===== src/rtl/fsm_board_pkg.sv =====
// fsm_board_pkg
// Shared widths and types for the board-level step controller.
//   STATE_W       width of the observed FSM state
//   STEP_CNT_W    width of the step counter
//   db_state_t    push-button debounce FSM states
//   trace_entry_t one recorded {state, out} sample
package fsm_board_pkg;

    localparam int STATE_W    = 3;
    localparam int STEP_CNT_W = 8;

    typedef enum logic [1:0] {
        IDLE_LOW,
        WAIT_HIGH,
        IDLE_HIGH,
        WAIT_LOW
    } db_state_t;

    typedef struct packed {
        logic [STATE_W-1:0] state;
        logic               out;
    } trace_entry_t;

endpackage


===== src/rtl/fsm_step_ctrl_if.sv =====
// fsm_step_ctrl_if
// Bundle between the step controller and the FSM / LED readback side.
//   step         step strobe to the FSM
//   step_count   steps issued, mod 256
//   state_obs    FSM current state
//   out_obs      FSM registered output
//   rd_idx       trace read index, 0 = most recent
//   trace_state  recorded state at rd_idx
//   trace_out    recorded output at rd_idx
//   trace_valid  rd_idx holds a recorded sample
// Modports: slave = step controller, master = FSM / board side.
interface fsm_step_ctrl_if import fsm_board_pkg::*; #(
    parameter int TRACE_DEPTH = 8
);

    localparam int IDX_W = $clog2(TRACE_DEPTH);

    logic                  step;
    logic [STEP_CNT_W-1:0] step_count;
    logic [STATE_W-1:0]    state_obs;
    logic                  out_obs;
    logic [IDX_W-1:0]      rd_idx;
    logic [STATE_W-1:0]    trace_state;
    logic                  trace_out;
    logic                  trace_valid;

    modport master (
        output state_obs, out_obs, rd_idx,
        input  step, step_count, trace_state, trace_out, trace_valid
    );

    modport slave (
        input  state_obs, out_obs, rd_idx,
        output step, step_count, trace_state, trace_out, trace_valid
    );

endinterface


===== src/rtl/fsm_step_ctrl_debounce.sv =====
// btn_debounce
// Two-flop synchronizer followed by a four-state debounce FSM.
//   clk      system clock
//   reset    asynchronous, active-high
//   btn_raw  unsynchronized push button, high = pressed
//   btn_db   debounced button level
// Parameter DEBOUNCE_CYCLES: stable cycles required before btn_db changes.
module btn_debounce import fsm_board_pkg::*; #(
    parameter int DEBOUNCE_CYCLES = 1_000_000
) (
    input  logic clk,
    input  logic reset,
    input  logic btn_raw,
    output logic btn_db
);

    localparam int             CNT_W    = $clog2(DEBOUNCE_CYCLES);
    localparam logic [CNT_W-1:0] CNT_LAST = CNT_W'(DEBOUNCE_CYCLES - 1);

    logic [1:0]       sync_q;
    logic             btn_s;
    db_state_t        state, state_next;
    logic [CNT_W-1:0] cnt, cnt_next, cnt_inc;

    assign btn_s   = sync_q[1];
    assign cnt_inc = cnt + 1'b1;

    always_ff @(posedge clk or posedge reset) begin
        if (reset) begin
            sync_q <= '0;
            state  <= IDLE_LOW;
            cnt    <= '0;
        end else begin
            sync_q <= {sync_q[0], btn_raw};
            state  <= state_next;
            cnt    <= cnt_next;
        end
    end

    // The idle-state cycle that first sees the new level is the first stable
    // cycle, so the wait state leaves once the incremented count reaches
    // DEBOUNCE_CYCLES-1: exactly DEBOUNCE_CYCLES stable cycles in total.
    always_comb begin
        state_next = state;
        cnt_next   = cnt;
        case (state)
            IDLE_LOW: begin
                cnt_next = '0;
                if (btn_s) state_next = WAIT_HIGH;
            end
            WAIT_HIGH: begin
                if (!btn_s) begin
                    state_next = IDLE_LOW;
                    cnt_next   = '0;
                end else if (cnt_inc == CNT_LAST) begin
                    state_next = IDLE_HIGH;
                    cnt_next   = '0;
                end else begin
                    cnt_next = cnt_inc;
                end
            end
            IDLE_HIGH: begin
                cnt_next = '0;
                if (!btn_s) state_next = WAIT_LOW;
            end
            WAIT_LOW: begin
                if (btn_s) begin
                    state_next = IDLE_HIGH;
                    cnt_next   = '0;
                end else if (cnt_inc == CNT_LAST) begin
                    state_next = IDLE_LOW;
                    cnt_next   = '0;
                end else begin
                    cnt_next = cnt_inc;
                end
            end
            default: begin
                state_next = IDLE_LOW;
                cnt_next   = '0;
            end
        endcase
    end

    always_comb begin
        btn_db = (state == IDLE_HIGH) || (state == WAIT_LOW);
    end

endmodule


===== src/rtl/fsm_step_ctrl.sv =====
// fsm_step_ctrl
// Step-pulse generator and trace recorder for the board-level Moore FSMs.
//   clk      system clock
//   reset    asynchronous, active-high
//   btn_raw  unsynchronized push button, high = pressed
//   auto_en  enables periodic stepping
//   bus      fsm_step_ctrl_if.slave: step, step_count, state_obs, out_obs,
//            rd_idx, trace_state, trace_out, trace_valid
// Optional feature macro STEP_TRACE_EN: when defined the trace buffer and
// readback are built; otherwise the trace outputs are tied to 0.
module fsm_step_ctrl import fsm_board_pkg::*; #(
    parameter int DEBOUNCE_CYCLES = 1_000_000,
    parameter int AUTO_PERIOD     = 50_000_000,
    parameter int TRACE_DEPTH     = 8
) (
    input  logic clk,
    input  logic reset,
    input  logic btn_raw,
    input  logic auto_en,
    fsm_step_ctrl_if.slave bus
);

    localparam int               PER_W    = $clog2(AUTO_PERIOD);
    localparam logic [PER_W-1:0] PER_LAST = PER_W'(AUTO_PERIOD - 1);

    logic                  btn_db, btn_db_q;
    logic                  auto_en_q;
    logic [PER_W-1:0]      per_cnt;
    logic                  manual_req, auto_req;
    logic                  step_r;
    logic [STEP_CNT_W-1:0] count_r;

    btn_debounce #(
        .DEBOUNCE_CYCLES(DEBOUNCE_CYCLES)
    ) u_debounce (
        .clk    (clk),
        .reset  (reset),
        .btn_raw(btn_raw),
        .btn_db (btn_db)
    );

    // Press edge only; release is ignored. Manual and auto requests are
    // ORed so a coincident pair yields a single strobe.
    assign manual_req = btn_db & ~btn_db_q;
    assign auto_req   = auto_en_q & (per_cnt == PER_LAST);

    // auto_en is a board switch, so it is registered before it gates the
    // period counter; the first auto strobe lands AUTO_PERIOD+1 cycles
    // after the switch rises.
    always_ff @(posedge clk or posedge reset) begin
        if (reset) begin
            btn_db_q  <= 1'b0;
            auto_en_q <= 1'b0;
            per_cnt   <= '0;
            step_r    <= 1'b0;
            count_r   <= '0;
        end else begin
            btn_db_q  <= btn_db;
            auto_en_q <= auto_en;
            if (!auto_en_q || auto_req) per_cnt <= '0;
            else                        per_cnt <= per_cnt + 1'b1;
            step_r <= manual_req | auto_req;
            if (step_r) count_r <= count_r + 1'b1;
        end
    end

    assign bus.step       = step_r;
    assign bus.step_count = count_r;

`ifdef STEP_TRACE_EN
    localparam int               IDX_W    = $clog2(TRACE_DEPTH);
    localparam logic [IDX_W:0]   FILL_MAX = (IDX_W + 1)'(TRACE_DEPTH);

    trace_entry_t     mem [TRACE_DEPTH];
    logic             step_d;
    logic [IDX_W-1:0] wr_ptr;
    logic [IDX_W:0]   fill;
    logic [IDX_W-1:0] rd_addr;
    trace_entry_t     rd_entry;
    logic             rd_valid;

    // The FSM moves on the edge where step is high, so its new state is
    // sampled one cycle later.
    always_ff @(posedge clk or posedge reset) begin
        if (reset) begin
            step_d <= 1'b0;
            wr_ptr <= '0;
            fill   <= '0;
        end else begin
            step_d <= step_r;
            if (step_d) begin
                wr_ptr <= wr_ptr + 1'b1;
                if (fill != FILL_MAX) fill <= fill + 1'b1;
            end
        end
    end

    always_ff @(posedge clk) begin
        if (step_d) mem[wr_ptr] <= '{state: bus.state_obs, out: bus.out_obs};
    end

    // Power-of-two depth: the subtraction wraps modulo TRACE_DEPTH for free.
    assign rd_addr  = wr_ptr - 1'b1 - bus.rd_idx;
    assign rd_entry = mem[rd_addr];
    assign rd_valid = ({1'b0, bus.rd_idx} < fill);

    assign bus.trace_state = rd_valid ? rd_entry.state : '0;
    assign bus.trace_out   = rd_valid & rd_entry.out;
    assign bus.trace_valid = rd_valid;
`else
    localparam int unused_trace_depth = TRACE_DEPTH;
    logic unused_obs;

    assign unused_obs      = ^{bus.state_obs, bus.out_obs, bus.rd_idx};
    assign bus.trace_state = '0;
    assign bus.trace_out   = 1'b0;
    assign bus.trace_valid = 1'b0;
`endif

endmodule


===== src/flat_wrapper.sv =====
// flat-port wrapper written by rule: the top's interface ports become plain ports
module fsm_step_ctrl_flat import fsm_board_pkg::*;
#(
    parameter int DEBOUNCE_CYCLES = 1_000_000,
    parameter int AUTO_PERIOD     = 50_000_000,
    parameter int TRACE_DEPTH     = 8
)
  (clk, reset, btn_raw, auto_en, bus_state_obs, bus_out_obs, bus_rd_idx, bus_step, bus_step_count, bus_trace_state, bus_trace_out, bus_trace_valid);
  fsm_step_ctrl_if #(.TRACE_DEPTH(TRACE_DEPTH)) bus_i ();
  input  logic clk;
  input  logic reset;
  input  logic btn_raw;
  input  logic auto_en;
  input wire logic [$bits(bus_i.state_obs)-1:0] bus_state_obs;
  input wire logic [$bits(bus_i.out_obs)-1:0] bus_out_obs;
  input wire logic [$bits(bus_i.rd_idx)-1:0] bus_rd_idx;
  output wire logic [$bits(bus_i.step)-1:0] bus_step;
  output wire logic [$bits(bus_i.step_count)-1:0] bus_step_count;
  output wire logic [$bits(bus_i.trace_state)-1:0] bus_trace_state;
  output wire logic [$bits(bus_i.trace_out)-1:0] bus_trace_out;
  output wire logic [$bits(bus_i.trace_valid)-1:0] bus_trace_valid;
  assign bus_i.state_obs = bus_state_obs;
  assign bus_i.out_obs = bus_out_obs;
  assign bus_i.rd_idx = bus_rd_idx;
  assign bus_step = bus_i.step;
  assign bus_step_count = bus_i.step_count;
  assign bus_trace_state = bus_i.trace_state;
  assign bus_trace_out = bus_i.trace_out;
  assign bus_trace_valid = bus_i.trace_valid;
  fsm_step_ctrl #(.DEBOUNCE_CYCLES(DEBOUNCE_CYCLES), .AUTO_PERIOD(AUTO_PERIOD), .TRACE_DEPTH(TRACE_DEPTH)) u_core (.clk(clk), .reset(reset), .btn_raw(btn_raw), .auto_en(auto_en), .bus(bus_i));
endmodule

===== config.mk =====
export PLATFORM = sky130hd
export DESIGN_NAME = fsm_step_ctrl_flat
export DESIGN_NICKNAME = d
export VERILOG_FILES = /design/src/rtl/fsm_board_pkg.sv /design/src/rtl/fsm_step_ctrl_if.sv /design/src/rtl/fsm_step_ctrl_debounce.sv /design/src/rtl/fsm_step_ctrl.sv /design/src/flat_wrapper.sv
export SDC_FILE = /design/constraint.sdc
export NUM_CORES = 1
export LEC_CHECK = 0
export ABC_AREA = 1
export BUFFER_PORTS_ARGS = -buffer_cell sky130_fd_sc_hd__buf_2
export CAP_MARGIN = 20
export CELL_PAD_IN_SITES_DETAIL_PLACEMENT = 1
export CELL_PAD_IN_SITES_GLOBAL_PLACEMENT = 1
export CORE_MARGIN = 4
export CORE_UTILIZATION = 44
export CTS_CLUSTER_SIZE = 16
export DETAILED_ROUTE_END_ITERATION = 16
export GPL_TIMING_DRIVEN = 0
export HOLD_SLACK_MARGIN = 0.08
export PLACE_DENSITY_LB_ADDON = 0.15
export SYNTH_ARGS = -nofsm -noshare
export SYNTH_HDL_FRONTEND = slang
export SYNTH_SLANG_ARGS = --single-unit

===== constraint.sdc =====
create_clock -name clk -period 2.44 [get_ports clk]
set_input_delay 0.244 -clock clk [delete_from_list [all_inputs] [get_ports clk]]
set_output_delay 0.244 -clock clk [all_outputs]
set_load 0.02 [all_outputs]

==> run metrics, run 1 <==
Crit Path Class reg -> reg; clock sinks 61; post-synthesis adder-cell area fraction 1.414%; fin area 4024 sq um; critical path's top delay family simple AND/OR/NAND/NOR gates; Worst setup EP type flip-flop; DR DRC count 0; initial antenna violation count 0; die area 9540 sq um; post-detailed-routing wire length 8690 um; worst setup path start u_core.u_debounce.cnt[1]$_DFF_PP0_; Worst-path clk slew 0.07 ns; synth-to-layout area growth 13.72%; Initial DRC Count 90; slowest stage delay, CP 0.41 ns; mux contribution to synthesized area 0%; Commonest cells post-synth 121 x nand2_1, 70 x inv_1, 69 x nor2_1; synthesized area per cell 7.356 sq um; Yosys top cell by area dfrtp_1; setup_tns 0 ns; I/O Pins 25; Max-Slew Margin vs Limit 65.29%; Root Buffer clkbuf_8; FILL cells 995; CP Cell Sequence ha_2 -> nand2_1 -> nor2_4 -> nand2_1 -> nand2_1 -> nand2_1 -> nor2_1 -> nand2_1 -> nor2_1 -> nand2_1 -> nor2_2 -> nand2_1 -> nand2_2 -> buf_6 -> nor2_2; First-pass DRT Iterations 4; Leak 1.821 nW; Clock Skews 0.01636 ns; Worst Path Arrival 2.47 ns; Worst path slowest cell dfrtp_1; CP most frequent cell nand2_1; Final Net Count 531; Simple-Gate Fraction of Synth Area 37.98%; VDD IR max 0.0003586 V; Synth Area in Compound Gates 3.607%; CP Buf/Inv Count 1; outcome complete, no violations; PortBufs 12; Worst R2R Setup Slack 0.20 ns; FF-to-FF Start u_core.u_debounce.cnt[1]$_DFF_PP0_; Reg-to-Reg End u_core.u_debounce.cnt[8]$_DFF_PP0_; first-pass GRT wire length 15,040 um; maximum clock rate 445.7 MHz; die width 97.68 um; Synth cell types 32; Slew @ Worst Pin 0.5158 ns; gr ovfl total 0; Critical Path Start Type flip-flop; fin. max-slew vios 0; Setup crit end u_core.u_debounce.cnt[8]$_DFF_PP0_; Starting Density 45.55%; row cnt 32; Hold Vio Cnt, Final 0; Antenna diodes 0; max cap viols 0; Synth Instances 481; Reg area 1526 sq um; Ys Warns 0; CP Data Required Time 2.66 ns; CORE AREA 7767 sq um; H-tree depth 3; Setup violations, final 0; largest net degree at the start of global routing 41; footprint of the multi-input gates 1692 sq um; register area share after synthesis 43.14%; period utilisation layout 91.95%; Die Y 97.68 um; antenna viol nets, final 0; WL per Instance 13.95 um; CTS tree yes; GRT Util Overall 19.33%; mapped cell area 3538 sq um; layout cell share with drive strength beyond 1 15.36%; fin crit period 2.243 ns; CTS buffer count 9; number of synthesized flops with an enable pin 0; CTS Buffer Depth 2; Post-DP Area 3761 sq um; main combinational cell family by area after synthesis simple AND/OR/NAND/NOR gates; top_reg_cell synth dfrtp_1; FF+latch count, synth 61; Stages on worst setup path 15; most numerous cell in the Yosys netlist nand2_1; Final Wtd Congestion 0.8563; Clk Latency, worst-skew pair 0.35 ns; Synth top area share 43.14%; hpwl dp 6543 um; CP max FO 10; DR vias/cell 5.008; vias in the first global route 3,288; post-synthesis async set-or-reset flop share 100.0%; Reg2Reg Depth 15; Hold WC Path Type reg -> reg; xor and xnor area share after synthesis 4.208%; power per cell area 502.8 nW/um^2; vias post-DR 3,120; top cells by area, synth dfrtp_1 43%, nand2_1 13%, inv_1 7.4%, nor2_1 7.3%, nand3_1 4.0%; RSZ-0062 raised after global routing yes
[routing by layer]
| metal | global-route usage (%) | vias up | wire [um] |
|---|---|---|---|
| li1 | - | 1559 | - |
| met1 | 25.01 | 1516 | 4182 |
| met2 | 32.26 | 34 | 4206 |
| met3 | 3.948 | 11 | 212 |
| met4 | 6.390 | 0 | 88 |
| met5 | 0 | - | 0 |
[area by class of cell]
type / count / area share [%]
Buffer: 9 / 1.679
Clock buffer: 10 / 3.420
Clock inverter: 6 / 1.555
Inverter: 72 / 6.716
Multi-Input combinational cell: 343 / 42.04
Sequential cell: 61 / 37.94
Tap cell: 102 / 3.172
Timing Repair Buffer: 20 / 3.483
[where the power goes]
group / switching, mW / internal (mW)
registers: 0.00681 / 1.02
logic: 0.0568 / 0.0261
clock network: 0.416 / 0.497
total: 0.480 / 1.54
[stage by stage]
stage / hold WS [ns] / utilization (%) / worst slack, ns / instances / power [mW]
final: 0.3612 / 51.80 / 0.1965 / 623 / 2.023
after global routing: 0.3731 / 51.80 / -0.02709 / 623 / 2.117
after CTS: 0.3682 / 51.39 / 0.1339 / 619 / 2.058
after detailed placement: 0.3103 / 48.42 / 0.1664 / 600 / 1.127
after global placement: 0.3440 / 48.16 / -0.1827 / 599 / 1.119
after floorplan: 0.2754 / - / 0.5852 / 485 / 1.101
[state kept, by name, indices dropped and copies added (netlist names), named ones only]
signal and cells:
u_core.u_debounce.sync_q 2, u_core.btn_db_q 1, u_core.auto_en_q 1, u_core.per_cnt 26, u_core.u_debounce.state 1, u_core.bus.step_count 8, u_core.u_debounce.cnt 20, u_core.bus.step 1
[how the worst min path moves through the flow]
stage | startpoint | end | slack, ns | cells after the start
detailed placement | reset | u_core.bus.step_count[5]$_DFFE_PP0P_ | 0.31 | 2
global route | u_core.u_debounce.sync_q[0]$_DFF_PP0_ | u_core.u_debounce.sync_q[1]$_DFF_PP0_ | 0.37 | 0
CTS | u_core.u_debounce.sync_q[0]$_DFF_PP0_ | u_core.u_debounce.sync_q[1]$_DFF_PP0_ | 0.37 | 0
floorplan | auto_en | u_core.auto_en_q$_DFF_PP0_ | 0.28 | 0
global placement | u_core.u_debounce.sync_q[0]$_DFF_PP0_ | u_core.u_debounce.sync_q[1]$_DFF_PP0_ | 0.34 | 0
finish | u_core.u_debounce.sync_q[0]$_DFF_PP0_ | u_core.u_debounce.sync_q[1]$_DFF_PP0_ | 0.36 | 0
[repair_timing]
item | CTS | global route
buffers inserted | 0 | 4
gates resized for setup | 0 | 1
endpoints found under the hold margin | 23 | 0
setup endpoints to repair | 0 | 20
hold buffers | 3 | 0
[logic make-up (layout without fill, tap and decap cells)]
family / count (synthesis) / after routing
and+or+nand+nor: 293 / 293
buffers and inverters: 81 / 117
DFF: 61 / 61
AOI/OAI and AO/OA: 24 / 24
xor gates and xnor gates: 17 / 17
adders and majority gates: 4 / 4
other: 1 / 5
[cells in the final DEF (no fill, tap or decap), types with 3 or more instances in the layout]
master and n:
o21ai_0 9, clkinv_2 3, nand4_1 14, buf_2 12
nand2_1 121, nand2_2 7, conb_1 5, inv_1 69
dfrtp_1 61, a21oi_1 10, nor2_4 5, buf_4 9
dlygate4sd3_1 3, xnor2_1 5, nor2_2 22, nor3_1 15
nor2_1 69, nand3_1 28, ha_1 3, nor4_1 5
xor2_1 12, clkbuf_8 10
Power figures use the tool's default switching activity.
==> run 2: changes to the inputs <==
GPL_TIMING_DRIVEN = 1   (was 0)
TNS_END_PERCENT = 20   (was not set)
==> run metrics, run 2 (synthesis gave the netlist of run 1 again) <==
outcome complete, no violations (unchanged); synth-to-layout area growth 11.32% (was 13.72%); Initial DRC Count 88 (was 90); Final Net Count 521 (was 531); Starting Density 45.55% (unchanged); Root Buffer clkbuf_8 (unchanged); clock sinks 61 (unchanged); postcts setup bufs 0 (unchanged); die area 9540 sq um (unchanged); Hold WC Path Type reg -> reg (unchanged); row cnt 32 (unchanged); largest net degree at the start of global routing 28 (was 41); Critical Path Start Type flip-flop (unchanged); CTS tree yes (unchanged); gr ovfl total 0 (unchanged); power per cell area 508.8 nW/um^2 (was 502.8 nW/um^2); max cap viols 0 (unchanged); layout cell share with drive strength beyond 1 13.50% (was 15.36%); post-detailed-routing wire length 8409 um (was 8690 um); Leak 1.766 nW (was 1.821 nW); I/O Pins 25 (unchanged); DR vias/cell 4.925 (was 5.008); die width 97.68 um (unchanged); highest-count cells in the layout ignoring fill and taps 121 x nand2_1, 69 x inv_1, 69 x nor2_1 (unchanged); Placed Cells 594 (was 600); CTS Buffer Depth 2 (unchanged); first-pass GRT wire length 15,040 um (about the same); RSZ-0062 raised after global routing no (was yes); H-tree depth 3 (unchanged); GRT Util Overall 19.36% (was 19.33%); Final Wtd Congestion 0.8188 (was 0.8563); Max-Slew Margin vs Limit 58.36% (was 65.29%); FILL cells 1,018 (was 995); Clock Skews 0.007605 ns (was 0.01636 ns); commonest non-fill, non-tap cell in the layout nand2_1 (unchanged); PortBufs 12 (unchanged); Clk Latency, worst-skew pair 0.35 ns (about the same); Hold Vio Cnt, Final 0 (unchanged); register with the most flip-flops u_core.per_cnt (unchanged); VDD IR max 0.0003217 V (was 0.0003586 V); fin crit period 2.231 ns (was 2.243 ns); Setup violations, final 0 (unchanged); Final Total Pwr 2.004 mW (was 2.023 mW); fin. max-slew vios 0 (unchanged); Die Y 97.68 um (unchanged); Resized cells post-CTS 0 (unchanged); antenna viol nets, final 0 (unchanged); vias post-DR 3,019 (was 3,120); WL per Instance 13.72 um (was 13.95 um); Slew @ Worst Pin 0.6237 ns (was 0.5158 ns); Worst setup EP type flip-flop (unchanged); initial antenna violation count 0 (unchanged); vias in the first global route 3,252 (was 3,288); Antenna diodes 0 (unchanged); Crit Path Class reg -> reg (unchanged); Worst Path Arrival 2.47 ns (about the same); DR DRC count 0 (unchanged); setup_tns 0 ns (unchanged); CTS buffer count 9 (unchanged); Final Non-Filler Cells 613 (was 623); hpwl dp 6403 um (was 6543 um); maximum clock rate 448.2 MHz (was 445.7 MHz); Reg area 1526 sq um (unchanged); period utilisation layout 91.45% (was 91.95%); CP max FO 20 (was 10); CP Data Required Time 2.68 ns (was 2.66 ns); Worst-path clk slew 0.07 ns (about the same); CORE AREA 7767 sq um (unchanged); First-pass DRT Iterations 4 (unchanged); max reg flops 26 (unchanged); footprint of the multi-input gates 1689 sq um (was 1692 sq um)
-- run 2: metrics by stage --
step / hold slack [ns] / instance area, sq um / setup slack (ns) / utilization [%]
3_3_place_gp: 0.3441 / 3716 / 0.2966 / 47.84
2_1_floorplan: 0.2754 / 3553 / 0.5852 / -
6_report: 0.3738 / 3939 / 0.2087 / 50.71
5_1_grt: 0.3849 / 3939 / 0.01144 / 50.71
4_1_cts: 0.3829 / 3939 / 0.2122 / 50.71
3_5_place_dp: 0.3556 / 3716 / 0.2318 / 47.84
-- run 2: report_power, final --
group / switching (mW) / total, mW / internal (mW) / leakage, nW
logic: 0.0547 / 0.0741 / 0.0194 / 0.830
registers: 0.00730 / 1.03 / 1.02 / 0.840
clock network: 0.406 / 0.903 / 0.497 / 0.0964
-- run 2: final timing paths --
kind,endpoint,depth (start not counted),startpoint,slack (ns)
worst min-delay path,u_core.u_debounce.sync_q[1]$_DFF_PP0_,0,u_core.u_debounce.sync_q[0]$_DFF_PP0_,0.37
min in group asynchronous,u_core.per_cnt[17]$_DFF_PP0_,3,reset,0.53
worst max-delay path,u_core.u_debounce.cnt[4]$_DFF_PP0_,15,u_core.u_debounce.cnt[0]$_DFF_PP0_,0.21
worst min register to register,u_core.u_debounce.sync_q[1]$_DFF_PP0_,0,u_core.u_debounce.sync_q[0]$_DFF_PP0_,0.37
max in group asynchronous,u_core.u_debounce.cnt[12]$_DFF_PP0_,4,reset,1.22
worst max register to register,u_core.u_debounce.cnt[4]$_DFF_PP0_,15,u_core.u_debounce.cnt[0]$_DFF_PP0_,0.21
-- run 2: repair_timing --
action                                  4_1_cts  5_1_grt
endpoints found under the hold margin        27        0
endpoints found under the setup margin        0        0
hold buffers                                  3        0
-- run 2: metal layers --
| layer | routed length, um | vias to the layer above | part of all wire [%] | GRT usage, % |
|---|---|---|---|---|
| met2 | 4199 | 29 | 50 | 32.89 |
| li1 | - | 1534 | - | - |
| met3 | 277 | 9 | 3.3 | 4.738 |
| met5 | 0 | - | 0 | 0 |
| met4 | 81 | 0 | 0.96 | 4.792 |
| met1 | 3850 | 1447 | 46 | 24.71 |
-- run 2: layout make-up --
class | instances | share of cell area, %
inverter | 72 | 6.861
multi-input combinational | 343 | 42.88
tap | 102 | 3.240
timing repair buffer | 19 | 3.367
clock buffer | 12 | 3.685
clock inverter | 4 | 1.207
sequential | 61 | 38.75
-- run 2: critical path: stages, from the launching register on --
cell and delay (ns):
dfrtp_1 0.42, ha_1 0.22, nand2_1 0.12, nor2_4 0.22, nand2_2 0.10, clkinv_1 0.08
nand3_1 0.06, nand2_1 0.13, nand2_1 0.07, nor2_1 0.09, nand2_1 0.08, nor2_2 0.12
nand2_1 0.08, nand2_2 0.08, buf_12 0.19, nor2_2 0.05
==> run 3: changes to the inputs <==
--- a/config.mk
+++ b/config.mk
@@ -9,3 +9,3 @@
 export BUFFER_PORTS_ARGS = -buffer_cell sky130_fd_sc_hd__buf_2
-export CAP_MARGIN = 20
+export CAP_MARGIN = 5
 export CELL_PAD_IN_SITES_DETAIL_PLACEMENT = 1
==> constraint.sdc (replaced) <==
create_clock -name clk -period 2.44 [get_ports clk]
set_input_delay 0.122 -clock clk [delete_from_list [all_inputs] [get_ports clk]]
set_output_delay 0.122 -clock clk [all_outputs]
set_load 0.02 [all_outputs]
==> run metrics, run 3 (synthesis gave the netlist of run 1 again) <==
outcome complete, no violations (unchanged); WL per Instance 14.90 um (was 13.72 um); Antenna diodes 0 (unchanged); maximum clock rate 424.0 MHz (was 448.2 MHz); Worst setup EP type flip-flop (unchanged); CTS buffer count 9 (unchanged); clock share of power 45.4% (was 45.0%); hpwl dp 6530 um (was 6403 um); Clk Latency, worst-skew pair 0.35 ns (about the same); Final Total Pwr 2.033 mW (was 2.004 mW); max cap viols 0 (unchanged); sw frac 24.14% (was 23.35%); Critical Path Start Type flip-flop (unchanged); Final Wtd Congestion 0.7960 (was 0.8188); first-pass GRT wire length 15,370 um (was 15,040 um); Max-Slew Margin vs Limit 53.88% (was 58.36%); max reg flops 26 (unchanged); vias post-DR 3,122 (was 3,019); Hold WC Path Type reg -> reg (unchanged); period utilisation layout 96.65% (was 91.45%); I/O Pins 25 (unchanged); CORE AREA 7767 sq um (unchanged); highest-count cells in the layout ignoring fill and taps 119 x nand2_1, 69 x inv_1, 69 x nor2_1 (was 121 x nand2_1, 69 x inv_1, 69 x nor2_1); layout cell share with drive strength beyond 1 15.12% (was 13.50%); CP most frequent cell nand2_1 (unchanged); vias in the first global route 3,296 (was 3,252); Placed Cells 594 (unchanged); Reg2Reg Depth 15 (unchanged); Root Buffer clkbuf_8 (unchanged); slowest stage delay, CP 0.40 ns (was 0.42 ns); First-pass DRT Iterations 4 (unchanged); Worst-path clk slew 0.07 ns (about the same); CTS tree yes (unchanged); Starting Density 45.55% (unchanged); Hold Vio Cnt, Final 0 (unchanged); Initial DRC Count 53 (was 88); Hold Crit Depth 0 (unchanged); Final Net Count 526 (was 521); Worst Path Arrival 2.60 ns (was 2.47 ns); PortBufs 12 (unchanged); Worst R2R Setup Slack 0.08 ns (was 0.21 ns); initial antenna violation count 0 (unchanged); CP Data Required Time 2.68 ns (about the same); DR DRC count 0 (unchanged); Worst path slowest cell dfrtp_2 (was dfrtp_1); CP max FO 10 (was 20); post-detailed-routing wire length 9210 um (was 8409 um); setup_tns 0 ns (unchanged); Crit Path Class reg -> reg (unchanged); largest net degree at the start of global routing 32 (was 28); antenna viol nets, final 0 (unchanged); gr ovfl total 0 (unchanged); row cnt 32 (unchanged); CP Buf/Inv Count 2 (unchanged); fin. max-slew vios 0 (unchanged); commonest non-fill, non-tap cell in the layout nand2_1 (unchanged); pre-CTS setup slack 0.2264 ns (was 0.2318 ns); synth-to-layout area growth 13.12% (was 11.32%); fin crit period 2.358 ns (was 2.231 ns); Stages on worst setup path 15 (unchanged); Die Y 97.68 um (unchanged); CP Cell Sequence ha_2 -> nand2_1 -> nor2_4 -> nand2_2 -> clkinv_1 -> nand3_1 -> nand2_2 -> nand2_1 -> nor2_1 -> nand2_1 -> nor2_2 -> nand2_1 -> nand2_2 -> clkbuf_16 -> nor2_2 (was ha_1 -> nand2_1 -> nor2_4 -> nand2_2 -> clkinv_1 -> nand3_1 -> nand2_1 -> nand2_1 -> nor2_1 -> nand2_1 -> nor2_2 -> nand2_1 -> nand2_2 -> buf_12 -> nor2_2); Clock Skews 0.008019 ns (was 0.007605 ns); Final WS setup 0.08175 ns (was 0.2087 ns); P_sw 0.4909 mW (was 0.4680 mW); Final Non-Filler Cells 618 (was 613); die width 97.68 um (unchanged); DR vias/cell 5.052 (was 4.925); Setup violations, final 0 (unchanged); VDD IR max 0.0002312 V (was 0.0003217 V); CTS Buffer Depth 2 (unchanged); combinational power share 4.1% (was 3.7%); power per cell area 508.0 nW/um^2 (was 508.8 nW/um^2); register with the most flip-flops u_core.per_cnt (unchanged); critical path's top delay family simple AND/OR/NAND/NOR gates (unchanged); die area 9540 sq um (unchanged); GRT Util Overall 19.95% (was 19.36%); Seq pwr share 50.5% (was 51.3%); clock sinks 61 (unchanged); Pint 1.543 mW (was 1.536 mW); H-tree depth 3 (unchanged); final design utilization 51.53% (was 50.71%); Slew @ Worst Pin 0.6908 ns (was 0.6237 ns); Leak 1.798 nW (was 1.766 nW)
-- run 3: cell types whose count changed in the layout (fill, tap and decap cells not counted) --
| cell | before | now |
|---|---|---|
| buf_4 | 3 | 7 |
| nand2_1 | 121 | 119 |
| nand2_2 | 7 | 9 |
| clkbuf_16 | 0 | 1 |
| dfrtp_1 | 61 | 60 |
| dfrtp_2 | 0 | 1 |
| ha_1 | 4 | 3 |
| ha_2 | 0 | 1 |
-- run 3: per-layer routing --
layer | vias to the layer above | GRT usage [%] | routed length [um]
li1 | 1549 | - | -
met1 | 1538 | 24.35 | 4190
met2 | 26 | 34.69 | 4696
met3 | 9 | 4.953 | 213
met4 | 0 | 5.964 | 109
met5 | - | 0 | 0
-- run 3: final cells by class --
type	count	area, sq um
Multi-Input combinational cell	343	1697
Fill cell	1012	3765
Inverter	72	270.3
Tap cell	102	127.6
Sequential cell	61	1528
Clock inverter	4	47.55
Clock buffer	12	145.1
Timing Repair Buffer	24	187.7
-- run 3: power groups by stage --
stage	Clock (mW)	Combinational, mW	Sequential [mW]
6_report	0.923	0.0842	1.03
5_1_grt	0.993	0.0955	1.03
4_1_cts	0.946	0.0768	1.03
3_5_place_dp	0	0.0731	1.05
3_3_place_gp	0	0.0708	1.05
2_1_floorplan	0	0.0565	1.04
-- run 3: path summary, 6_finish.rpt --
check / from / end
min in group asynchronous: reset / u_core.per_cnt[20]$_DFF_PP0_
worst min-delay path: u_core.u_debounce.sync_q[0]$_DFF_PP0_ / u_core.u_debounce.sync_q[1]$_DFF_PP0_
worst max register to register: u_core.u_debounce.cnt[0]$_DFF_PP0_ / u_core.u_debounce.cnt[0]$_DFF_PP0_
worst min register to register: u_core.u_debounce.sync_q[0]$_DFF_PP0_ / u_core.u_debounce.sync_q[1]$_DFF_PP0_
worst max-delay path: u_core.u_debounce.cnt[0]$_DFF_PP0_ / u_core.u_debounce.cnt[0]$_DFF_PP0_
max in group asynchronous: reset / u_core.u_debounce.cnt[0]$_DFF_PP0_
-- run 3: per-stage QoR --
step / hold WS (ns) / area, sq um
2_1_floorplan: 0.1534 / 3553
3_3_place_gp: 0.2305 / 3716
3_5_place_dp: 0.2336 / 3716
4_1_cts: 0.3682 / 3939
5_1_grt: 0.3718 / 4003
6_report: 0.3610 / 4003
-- run 3: timing repair --
item,in CTS,in global routing
resized for setup,0,4
buffers inserted,0,4
hold buffers,3,0
endpoints found under the setup margin,0,21
endpoints found under the hold margin,31,0
